### src/rtl/job_sequencer_pkg.sv
// Shared types for the job sequencer.
//   seq_state_e : sequencer FSM state encoding
package job_sequencer_pkg;

    typedef enum logic [2:0] {
        IDLE,
        CORE_RST,
        START,
        RUN,
        REPORT
    } seq_state_e;

endpackage

### src/rtl/job_sequencer_sat_counter.sv
// Clearable up-counter that saturates at a terminal count.
//   clk   : system clock
//   rst   : synchronous active-high reset
//   clr   : synchronous clear to zero
//   en    : count enable (holds once count reaches TC)
//   count : current count
//   tc    : count == TC
module sat_counter #(
    parameter int unsigned    W  = 8,
    parameter logic [W-1:0]   TC = '1
) (
    input  logic         clk,
    input  logic         rst,
    input  logic         clr,
    input  logic         en,
    output logic [W-1:0] count,
    output logic         tc
);

    always_ff @(posedge clk) begin
        if (rst || clr) begin
            count <= '0;
        end else if (en && (count != TC)) begin
            count <= count + 1'b1;
        end
    end

    assign tc = (count == TC);

endmodule

### src/rtl/job_sequencer.sv
// Run controller for the processor core: accepts a tagged job, pulses the
// core's init then req, measures RUN cycles until ack (or timeout) and
// returns a tagged result record.
//   clk, init                 : clock, synchronous active-high reset
//   job_valid/job_ready/job_tag : job request channel
//   cpu_init, cpu_req, cpu_ack  : core control / completion
//   result_valid/result_ready   : result channel
//   result_tag/cycles/timeout   : result record
//
// state    | meaning
// IDLE     | ready for a job
// CORE_RST | core init held high for INIT_CYCLES cycles
// START    | one-cycle core req pulse, cycle counter cleared
// RUN      | counting cycles until ack or TIMEOUT
// REPORT   | result record held until consumed
module job_sequencer
    import job_sequencer_pkg::*;
#(
    parameter int unsigned CYC_W       = 16,
    parameter int unsigned TIMEOUT     = 65535,
    parameter int unsigned INIT_CYCLES = 2,
    parameter int unsigned TAG_W       = 4
) (
    input  logic             clk,
    input  logic             init,
    input  logic             job_valid,
    input  logic [TAG_W-1:0] job_tag,
    output logic             job_ready,
    output logic             cpu_init,
    output logic             cpu_req,
    input  logic             cpu_ack,
    output logic             result_valid,
    input  logic             result_ready,
    output logic [TAG_W-1:0] result_tag,
    output logic [CYC_W-1:0] result_cycles,
    output logic             result_timeout
);

    localparam int unsigned      INIT_W    = (INIT_CYCLES > 1) ? $clog2(INIT_CYCLES) : 1;
    localparam logic [INIT_W-1:0] INIT_TC  = INIT_W'(INIT_CYCLES - 1);
    localparam logic [CYC_W-1:0]  RUN_TC   = CYC_W'(TIMEOUT);

    seq_state_e         state, next_state;
    logic [TAG_W-1:0]   tag_q;
    logic [INIT_W-1:0]  init_count_unused;
    logic               init_tc;
    logic [CYC_W-1:0]   run_count;
    logic               run_tc;
    logic               accept;
    logic               run_done;

    // job_ready is registered and already 0 during reset, so it gates acceptance
    assign accept   = (state == IDLE) && job_valid && job_ready;
    assign run_done = (state == RUN) && (cpu_ack || run_tc);

    sat_counter #(.W(INIT_W), .TC(INIT_TC)) u_init_cnt (
        .clk   (clk),
        .rst   (init),
        .clr   (accept),
        .en    (state == CORE_RST),
        .count (init_count_unused),
        .tc    (init_tc)
    );

    sat_counter #(.W(CYC_W), .TC(RUN_TC)) u_run_cnt (
        .clk   (clk),
        .rst   (init),
        .clr   (state == START),
        .en    ((state == RUN) && !cpu_ack),
        .count (run_count),
        .tc    (run_tc)
    );

    always_comb begin
        next_state = state;
        case (state)
            IDLE:     if (accept)                       next_state = CORE_RST;
            CORE_RST: if (init_tc)                      next_state = START;
            START:                                      next_state = RUN;
            RUN:      if (cpu_ack || run_tc)            next_state = REPORT;
            REPORT:   if (result_valid && result_ready) next_state = IDLE;
            default:                                    next_state = IDLE;
        endcase
    end

    // Outputs are registered from next_state so they line up with the state
    // they describe without any input-to-output combinational path.
    always_ff @(posedge clk) begin
        if (init) begin
            state          <= IDLE;
            tag_q          <= '0;
            job_ready      <= 1'b0;
            cpu_init       <= 1'b0;
            cpu_req        <= 1'b0;
            result_valid   <= 1'b0;
            result_tag     <= '0;
            result_cycles  <= '0;
            result_timeout <= 1'b0;
        end else begin
            state        <= next_state;
            job_ready    <= (next_state == IDLE);
            cpu_init     <= (next_state == CORE_RST);
            cpu_req      <= (next_state == START);
            result_valid <= (next_state == REPORT);
            if (accept) begin
                tag_q <= job_tag;
            end
            if (run_done) begin
                // ack wins over a coincident timeout
                result_tag     <= tag_q;
                result_cycles  <= run_count;
                result_timeout <= !cpu_ack;
            end
        end
    end

endmodule

### config.mk
export PLATFORM = sky130hd
export DESIGN_NAME = job_sequencer
export DESIGN_NICKNAME = d
export VERILOG_FILES = /design/src/rtl/job_sequencer_pkg.sv /design/src/rtl/job_sequencer_sat_counter.sv /design/src/rtl/job_sequencer.sv
export SDC_FILE = /design/constraint.sdc
export NUM_CORES = 1
export LEC_CHECK = 0
export BUFFER_PORTS_ARGS = -buffer_cell sky130_fd_sc_hd__buf_2
export CORE_MARGIN = 3
export CORE_UTILIZATION = 40
export CTS_CLUSTER_DIAMETER = 120
export DETAILED_ROUTE_END_ITERATION = 7
export PLACE_DENSITY_LB_ADDON = 0.3
export SLEW_MARGIN = 20
export SYNTH_ARGS = -nofsm -noshare
export SYNTH_HDL_FRONTEND = slang
export SYNTH_SLANG_ARGS = --single-unit
### constraint.sdc
create_clock -name clk -period 4.6 [get_ports clk]
set_input_delay 0.92 -clock clk [delete_from_list [all_inputs] [get_ports clk]]
set_output_delay 0.92 -clock clk [all_outputs]
set_load 0.01 [all_outputs]
# After elaboration in Yosys (flattened, before gate mapping)
# Index checks and enable logic that the tools add are counted.
# totals
regBits	49
inputBits	9
# classes
add_sub_neg	2
eq_ne	9
muxes	5
n_bitwise	1
n_reduce_logical	13
# ops
op	count
16-bit by 1-bit adder with 16-bit output, second input constant	1
16-bit == test, second input constant	1
16-bit inequality test, second input constant	1
3-bit case mux with 5 select lines	1
3-bit two-way mux	4
3-bit by 2-bit == test with 1-bit output, second input constant	3
1-bit logical AND	7
3-bit by 1-bit == test with 1-bit output, second input constant	2
3-bit == test, second input constant	2
3-bit zero test	2
1-bit logical OR	3
1-bit adder, second input constant	1
1-bit zero test	1
1-bit NOT	1

# Logic depth before layout (Yosys ltp)
# Gate-level depths: netlist (run 1).
# depth
depth_word	6
mapped_depth	7

# By module
# Synthesis (run 1) repeated with hierarchy kept, for this count alone.
# hier_totals
hier_cells	249
area_unflattened_um2	2152.1
# modules_own_cells
mod	instances	cells_each	area_each_um2	seq_area_each_um2
job_sequencer	1	148	1275.0	640.6
sat_counter at u_run_cnt	1	97	835.8	320.3
sat_counter at u_init_cnt	1	4	41.3	20.0

# Worst setup path before layout (run 1)
# No wires, ideal clock.
# synth_path
kind	input to register
startpoint	in cpu_ack
endpoint	reg u_run_cnt.count[13]
arrival_time_ns	2.307
t_required_ns	4.530
slack_ns	2.223
stages	4
path_buffers	0
cell_sequence	nand4bb_4 -> or4_4 -> or4_1 -> a21oi_1
# synth_via
elab_chain_cells	3
# synth_rtl
item	line	text
start: declaration	job_sequencer.sv:31	input logic cpu_ack,
1-bit zero test	job_sequencer.sv:69	.en ((state == RUN) && !cpu_ack),
1-bit logical AND	job_sequencer.sv:69	
1-bit logical AND	job_sequencer_sat_counter.sv:23	end else if (en && (count != TC)) begin
end signal: assignment	job_sequencer_sat_counter.sv:24	count <= count + 1'b1;
end: declaration	job_sequencer_sat_counter.sv:16	output logic [W-1:0] count,
# Every way passes these cells.
# A chain may end at the register's enable or synchronous reset.

# Final worst setup path (run 1)
# layout_path
startpoint	reg state[0]
endpoint	reg u_run_cnt.count[6]
# layout_via
elab_chain_cells	3
word_cells_on_any_way	5
classes_between	2 x eq/ne; 3 x reduce/logical
# layout_rtl
item	line	text
start: declaration	job_sequencer.sv:43	seq_state_e state, next_state;
start signal: assignment	job_sequencer.sv:100	state <= next_state;
3-bit by 2-bit == test with 1-bit output	job_sequencer.sv:69	
1-bit logical AND	job_sequencer.sv:69	
1-bit logical AND	job_sequencer_sat_counter.sv:23	
# Parallel ways exist; a longest one is shown, timed or not.

==> qor.csv, run 1 <==
metric,value,unit
status,completed,
swShare,22.16,%
path_cells,nand3b_1 -> or4b_1 -> or4_1 -> nand2_1,
num-fill-cells,526,
path_class,flop to flop,
final_cells,354,
grt.total_usage,17.58,%
hold_violations,0,
finalNetCount,293,
avgSynthCellArea,8.449,sq um
critPathArrivalTime,2.77,ns
slowest_delay,0.73,ns
layout_commonest_cell,dfxtp_1,
p_switching,179.2,uW
clkPwrFrac,39.4,%
place_hpwl,3575,um
critPathRequiredTime,4.85,ns
slew_viol_final,0,
ys_seq_elements,49,
grt_pass1_vias,1883,
cts_resized,0,
yosys.area.top_type_share,44.14,%
p_int,629.3,uW
combPwrFrac,6.1,%
worst_slew_pin_slew,0.9790,ns
cts_buffers,5,
max_freq,396.5,MHz
firstDrtPassIters,4,
ys_async_sr_fraction,0,%
avgViaCountPerCell,5.771,
grt_use_met2,25.41,%
antenna_cells,0,
peakVddDrop,220.5,uV
grt_use_met1,25.55,%
finalSetupTns,0,ns
final_cell_mix,"dfxtp_1 (49), a21oi_1 (36), buf_2 (33)",
cts_setup_buffers,0,
p_seq_share,54.5,%
grt_busiest_layer,met1,
start_util,42.43,%
start_kind,flop,
finalCriticalPeriod,2.522,ns
relSlewSlack,34.13,%
cts_sinks,49,
via_count,2043,
cp_max_fo,25,
min_period_over_period,54.83,%
p_leak,0.0008869,uW
root_buffer,clkbuf_8,
cp_slowest_cell,or4b_1,
final_core_util,48.21,%
cp-end-kind,flop,
coreArea,5238,sq um
drc,0,
ys_types,42,
clock_latency,0.30,ns
gp_congestion,0.8013,
htreeDepth,2,
die-area,6486,sq um
dieHeight,80.54,um
finClkSkew,0.004840,ns
dp_cells,346,
ys_top_cells_by_area,"dfxtp_1 (44%), a21oi_1 (8.1%), nand3_1 (5.9%), o21ai_0 (5.0%), mux2i_1 (3.2%)",
synth_top_area_cell,dfxtp_1,
synth_nets,273,
overflow,0,
drive_gt1_share,16.20,%
yosys_warnings,0,
io_buffer_count,33,
synth-edff-count,0,
die_width,80.54,um
first_iter_violations,145,
hp-class,flop to flop,
std_cell_rows,26,
wl_per_cell,14.56,um
synthCells,263,
powerDensity,320.2,nW/um^2
ys.flop_type,dfxtp_1,
cts_buffer_depth,2,
antenna_left,0,
cts_tree,built,
antenna_found_initial,0,
routed_wl,5153,um
design.portCount,34,
postCtsHoldBufs,0,
synth.yosys.seq_area_share,44.14,%
grt_pass1_wl,9177,um
clk_pin_slew,0.09,ns
cpLargestDelayFamily,simple AND/OR/NAND/NOR gates,
rsz0062_at_grt,false,
setup_viol,0,
layout-area-overhead-vs-synth,13.63,%
gr-usage-met3,4.260,%
grt_max_degree,35,
crit_buf_inv,0,
maxCapViolations,0,
synth_area,2222,sq um
[metrics by stage]
stage	power [uW]	setup slack [ns]	hold WS [ns]	instance area, sq um
2_1_floorplan	485.2	2.223	0.4431	2222
4_1_cts	813.5	1.842	0.4613	2514
5_1_grt	838.8	1.834	0.4982	2525
3_3_place_gp	499.3	1.880	0.4443	2397
6_report	808.5	2.078	0.4561	2525
3_5_place_dp	499.6	1.866	0.4465	2397
[routing by layer]
metal  vias to the layer above  routed length [um]
met5                         -                   0
met4                         0                 104
met3                        11                 295
met2                        51                2343
met1                       961                2410
li1                       1020                   -
[Yosys cell counts (3+ instances only)]
| cell type | instances |
|---|---|
| o31ai_1 | 7 |
| inv_1 | 6 |
| or4_1 | 9 |
| nor3_1 | 7 |
| mux2i_1 | 7 |
| nor2_1 | 13 |
| or3_1 | 7 |
| dfxtp_1 | 49 |
| nand3_1 | 26 |
| nand4_1 | 7 |
| o21ai_0 | 22 |
| nand2_1 | 8 |
| nor4_1 | 4 |
| and3_1 | 3 |
| clkbuf_1 | 12 |
| o211ai_1 | 4 |
| buf_2 | 7 |
| a21oi_1 | 36 |
[sequential cells by signal, summed over array words and instances, names as in the netlist]
name / count
result_cycles: 16
result_tag: 4
u_init_cnt.count: 1
cpu_init: 1
result_valid: 1
cpu_req: 1
state: 3
tag_q: 4
u_run_cnt.count: 16
result_timeout: 1
job_ready: 1
[kinds of logic after synthesis]
| kind of cell | count (synthesis) | share of synthesized area (%) |
|---|---|---|
| adders and majority gates | 1 | 0.5630 |
| DFF | 49 | 44.14 |
| AOI/OAI and AO/OA | 79 | 20.44 |
| and+or+nand+nor | 99 | 26.18 |
| buffers and inverters | 28 | 5.517 |
| muxes | 7 | 3.153 |
[power by group through the flow]
stage	Combinational, uW	Clock, uW	Sequential (uW)
after floorplan	37.7	0	447
after global placement	49.3	0	450
after detailed placement	49.5	0	450
after CTS	49.7	323	440
after global routing	55.4	342	442
final	49.4	319	440
[worst register-to-register path, stage by stage (launching register included)]
cell and delay, ns:
dfxtp_1 0.60, nand3b_1 0.68, or4b_1 0.73, or4_1 0.40, nand2_1 0.07
[worst paths after layout]
kind	from	to	slack [ns]	depth (start not counted)
setup / recovery	state[0]$_SDFF_PP0_	u_run_cnt.count[6]$_SDFFE_PP0P_	2.08	4
hold / removal	result_timeout$_SDFFE_PP0P_	result_timeout$_SDFFE_PP0P_	0.46	2
setup reg to reg	state[0]$_SDFF_PP0_	u_run_cnt.count[6]$_SDFFE_PP0P_	2.08	4
hold reg to reg	result_timeout$_SDFFE_PP0P_	result_timeout$_SDFFE_PP0P_	0.46	2
[area by class of cell]
type | count | area [sq um] | area share (%)
Inverter | 6 | 22.52 | 0.8920
Tap cell | 70 | 87.58 | 3.469
Sequential cell | 49 | 980.9 | 38.85
Clock buffer | 7 | 86.33 | 3.419
Multi-Input combinational cell | 186 | 1137 | 45.04
Clock inverter | 1 | 30.03 | 1.189
Timing Repair Buffer | 35 | 180.2 | 7.136
Note: power is estimated with default switching activity, not from simulation.
==> run 2, diff against run 1 <==
==> constraint.sdc (replaced) <==
create_clock -name clk -period 2.5 [get_ports clk]
set_input_delay 0.5 -clock clk [delete_from_list [all_inputs] [get_ports clk]]
set_output_delay 0.5 -clock clk [all_outputs]
set_load 0.01 [all_outputs]
==> qor.csv, run 2 (same netlist as run 1, synthesis figures left out) <==
metric,value,unit
rsz0062_at_grt,false,
grt.total_usage,17.90,%
crit_buf_inv,0,
path_cells,nand4bb_4 -> or4_4 -> or4_1 -> a21oi_1,
largestRegisters,"result_cycles: 16 flops, u_run_cnt.count: 16 flops",
maxCapViolations,0,
std_cell_rows,26,
cts_sinks,49,
grt_max_degree,34,
p_switching,350.8,uW
postCtsHoldBufs,0,
antenna_left,0,
start_kind,flop,
critPathArrivalTime,2.41,ns
coreArea,5238,sq um
layout_commonest_cell,dfxtp_1,
reg2reg_from,state[0]$_SDFF_PP0_,
gp_congestion,0.8384,
num-fill-cells,492,
dieHeight,80.54,um
die_width,80.54,um
routed_wl,5214,um
cp_max_fo,12,
relSlewSlack,55.26,%
max_freq,461.3,MHz
holdWs,0.4140,ns
path_class,flop to flop,
setup_viol,0,
clk_pin_slew,0.09,ns
slew_viol_final,0,
cts_buffer_depth,2,
cts_setup_buffers,0,
worst_slew_pin_slew,0.6712,ns
grt_pass1_vias,2004,
powerDensity,537.4,nW/um^2
cp-startpoint,state[0]$_SDFF_PP0_,
final_cell_mix,"dfxtp_1 (49), a21oi_1 (36), buf_2 (33)",
start_util,42.43,%
design.portCount,34,
p_leak,0.0009179,uW
wl_per_cell,14.25,um
p_int,1034,uW
p_seq_share,58.5,%
via_count,2100,
finalCriticalPeriod,2.168,ns
finClkSkew,0.005604,ns
avgViaCountPerCell,5.738,
clkPwrFrac,34.6,%
clock_latency,0.31,ns
place_hpwl,3618,um
status,completed,
cts_resized,0,
hold_violations,0,
firstDrtPassIters,4,
finalNetCount,305,
grt_pass1_wl,9211,um
slowest_delay,0.62,ns
drc,0,
antenna_found_initial,0,
critPathRequiredTime,2.75,ns
peakVddDrop,350.2,uV
layout-area-overhead-vs-synth,15.99,%
swShare,25.33,%
die-area,6486,sq um
hp-class,input pin to flop,
finalSetupTns,0,ns
min_period_over_period,86.70,%
final_core_util,49.21,%
cp_slowest_cell,or4_4,
worstHoldStart,job_tag[2],
cpLargestDelayFamily,simple AND/OR/NAND/NOR gates,
drive_gt1_share,19.93,%
htreeDepth,2,
overflow,0,
io_buffer_count,33,
root_buffer,clkbuf_8,
combPwrFrac,6.9,%
cts_buffers,5,
cts_tree,built,
first_iter_violations,191,
antenna_cells,0,
cp-end-kind,flop,
## run 2: cell types whose count changed in the layout (fill, tap and decap cells not counted), sizes merged
cell,change
clkbuf,-2
buf,+12
bufinv,-1
inv,+1
clkinv,+1
clkinvlp,+1
## run 2: metal layers
| layer | vias to the layer above | routed length, um | share of wire (%) | GRT usage [%] |
|---|---|---|---|---|
| met5 | - | 0 | 0 | 0 |
| met3 | 8 | 236 | 4.5 | 4.036 |
| met1 | 1001 | 2489 | 48 | 23.51 |
| met4 | 0 | 76 | 1.5 | 6.081 |
| li1 | 1045 | - | - | - |
| met2 | 46 | 2411 | 46 | 28.81 |
## run 2: final timing paths
path	endpoint	slack, ns	depth (start not counted)
max	u_run_cnt.count[13]$_SDFFE_PP0P_	0.33	4
min	tag_q[2]$_SDFFE_PP0P_	0.41	3
max reg2reg	u_run_cnt.count[13]$_SDFFE_PP0P_	0.33	4
min reg2reg	result_timeout$_SDFFE_PP0P_	0.47	2
## run 2: worst register-to-register path: stages (launching register included)
cell,delay (ns)
dfxtp_1,0.60
nand4bb_4,0.22
or4_4,0.62
or4_1,0.51
a21oi_1,0.15
## run 2: cell type report
class | instances | area (sq um) | share of cell area (%)
clock buffer | 5 | 68.82 | 2.670
inverter | 6 | 22.52 | 0.8738
multi-input combinational | 186 | 1126 | 43.69
tap | 70 | 87.58 | 3.398
timing repair buffer | 47 | 270.3 | 10.49
clock inverter | 3 | 21.27 | 0.8252
sequential | 49 | 980.9 | 38.06
## run 2: through the flow
step,area (sq um),worst slack (ns),instances,total power (uW)
6_report,2577,0.3324,366,1385
5_1_grt,2577,0.1811,366,1449
4_1_cts,2577,0.3345,366,1406
3_5_place_dp,2487,0.2209,358,923.7
3_3_place_gp,2487,0.2381,358,923.3
2_1_floorplan,2222,0.5429,263,892.8
## run 2: power by group through the flow
stage          Sequential, uW  Clock (uW)  Combinational (uW)
3_3_place_gp              828           0                95.6
5_1_grt                   813         528                 108
2_1_floorplan             823           0                69.4
6_report                  810         480                95.0
3_5_place_dp              828           0                95.9
4_1_cts                   810         500                96.4
==> run 3, diff against run 2 <==
--- a/config.mk
+++ b/config.mk
@@ -7,7 +7,7 @@
 export LEC_CHECK = 0
 export BUFFER_PORTS_ARGS = -buffer_cell sky130_fd_sc_hd__buf_2
 export CORE_MARGIN = 3
-export CORE_UTILIZATION = 40
+export CORE_UTILIZATION = 44
 export CTS_CLUSTER_DIAMETER = 120
 export DETAILED_ROUTE_END_ITERATION = 7
 export PLACE_DENSITY_LB_ADDON = 0.3
==> qor.csv, run 3 (same netlist as run 1, synthesis figures left out) <==
metric,value,unit
drive_gt1_share,18.84,%
clock_latency,0.30,ns
r2r_end,u_run_cnt.count[13]$_SDFFE_PP0P_,
cts_resized,0,
setup_slack,0.3708,ns
slew_viol_final,0,
cp-startpoint,state[0]$_SDFF_PP0_,
finClkSkew,0.007546,ns
avgViaCountPerCell,5.733,
std_cell_rows,25,
seq_area,980.9,sq um
min_period_over_period,85.17,%
reg2reg_from,state[0]$_SDFF_PP0_,
gp_congestion,0.8226,
clk_pin_slew,0.09,ns
finalNetCount,302,
grt_pass1_wl,8728,um
p_switching,324.8,uW
root_buffer,clkbuf_8,
clkPwrFrac,37.3,%
grt_pass1_vias,1886,
cts_buffers,5,
rsz0062_at_grt,false,
die-area,5939,sq um
grt.total_usage,17.86,%
dieHeight,77.07,um
htreeDepth,2,
overflow,0,
start_kind,flop,
cts_sinks,49,
drc,0,
cts_setup_buffers,0,
swShare,22.37,%
relSlewSlack,54.50,%
cpLargestDelayFamily,simple AND/OR/NAND/NOR gates,
hold_violations,0,
final_cell_mix,"dfxtp_1 (49), a21oi_1 (36), buf_2 (33)",
path_cells,nand4bb_4 -> or4_4 -> or4_1 -> a21oi_1,
crit_cells,4,
coreArea,4817,sq um
p_leak,0.0009090,uW
p_seq_share,55.9,%
finalCriticalPeriod,2.129,ns
first_iter_violations,131,
cp-end-kind,flop,
critPathArrivalTime,2.36,ns
cts_buffer_depth,2,
io_buffer_count,33,
worst_slew_pin_slew,0.6825,ns
design.portCount,34,
antenna_cells,0,
routed_wl,5172,um
combPwrFrac,6.8,%
num-fill-cells,493,
start_util,46.13,%
die_width,77.07,um
maxCapViolations,0,
place_hpwl,3638,um
hp-class,input pin to flop,
postCtsHoldBufs,0,
cp_max_fo,12,
layout_commonest_cell,dfxtp_1,
crit_buf_inv,0,
wl_per_cell,14.41,um
dp_slack,0.2688,ns
status,completed,
holdPathStages,3,
antenna_found_initial,0,
path_class,flop to flop,
grt_max_degree,34,
cts_tree,built,
antenna_left,0,
worst-r2r-cell-count,4,
firstDrtPassIters,4,
endpoint,u_run_cnt.count[13]$_SDFFE_PP0P_,
layout-area-overhead-vs-synth,15.43,%
peakVddDrop,367.7,uV
setup_viol,0,
multiInputGateArea,1126,sq um
cp_slowest_cell,dfxtp_1,
p_int,1127,uW
via_count,2058,
r2r_setup_slack,0.37,ns
critPathRequiredTime,2.73,ns
powerDensity,566.2,nW/um^2
final_cell_area,2565,sq um
slowest_delay,0.63,ns
finalSetupTns,0,ns
placed_cell_area,2461,sq um
max_freq,469.7,MHz
largestRegisters,"result_cycles: 16 flops, u_run_cnt.count: 16 flops",
==> run 3: changes by cell type in the layout (fill, tap and decap cells not counted) <==
| cell | previous run | this run |
|---|---|---|
| bufinv_16 | 0 | 1 |
| clkinvlp_4 | 1 | 0 |
| inv_6 | 1 | 0 |
| buf_4 | 14 | 11 |
==> run 3: stage by stage <==
step | power [uW] | util [%] | cells | hold WS [ns]
after detailed placement | 928.2 | 51.09 | 352 | 0.4468
after global routing | 1510 | 53.25 | 359 | 0.4661
after global placement | 924.2 | 51.09 | 352 | 0.4458
after CTS | 1467 | 53.25 | 359 | 0.4244
after floorplan | 892.8 | - | 263 | 0.4431
final | 1452 | 53.25 | 359 | 0.4284
==> run 3: area by class of cell <==
class / instances / share of cell area [%]
clock inverter: 2 / 1.366
timing repair buffer: 44 / 9.659
sequential: 49 / 38.24
multi-input combinational: 186 / 43.90
tap: 67 / 3.268
inverter: 6 / 0.8780
clock buffer: 5 / 2.683
==> run 3: worst min-delay path by stage <==
stage                                      startpoint                     endpoint  slack, ns
after detailed placement  result_timeout$_SDFFE_PP0P_  result_timeout$_SDFFE_PP0P_       0.45
after CTS                                  job_tag[1]        tag_q[1]$_SDFFE_PP0P_       0.42
after global placement    result_timeout$_SDFFE_PP0P_  result_timeout$_SDFFE_PP0P_       0.45
after global routing                       job_tag[3]        tag_q[3]$_SDFFE_PP0P_       0.47
after floorplan                 tag_q[0]$_SDFFE_PP0P_   result_tag[0]$_SDFFE_PP0P_       0.44
final                                      job_tag[0]        tag_q[0]$_SDFFE_PP0P_       0.43
==> run 3: power by group through the flow <==
stage / sequential, uW / clock (uW) / combinational, uW
after global routing: 814 / 585 / 110
after global placement: 828 / 0 / 96.1
final: 811 / 542 / 98.7
after CTS: 811 / 556 / 99.4
after detailed placement: 829 / 0 / 98.9
after floorplan: 823 / 0 / 69.4
==> run 3: per-layer routing <==
metal	up-vias	part of all wire, %	GRT usage [%]
met1	969	47	24.01
met3	7	4.8	3.521
li1	1037	-	-
met5	-	0	0
met4	0	1.1	5.338
met2	45	47	29.01
==> run 3: worst min-delay path, cell delays in order <==
cell and delay (ns):
buf_2 0.07, mux2i_1 0.05, nor2_1 0.07
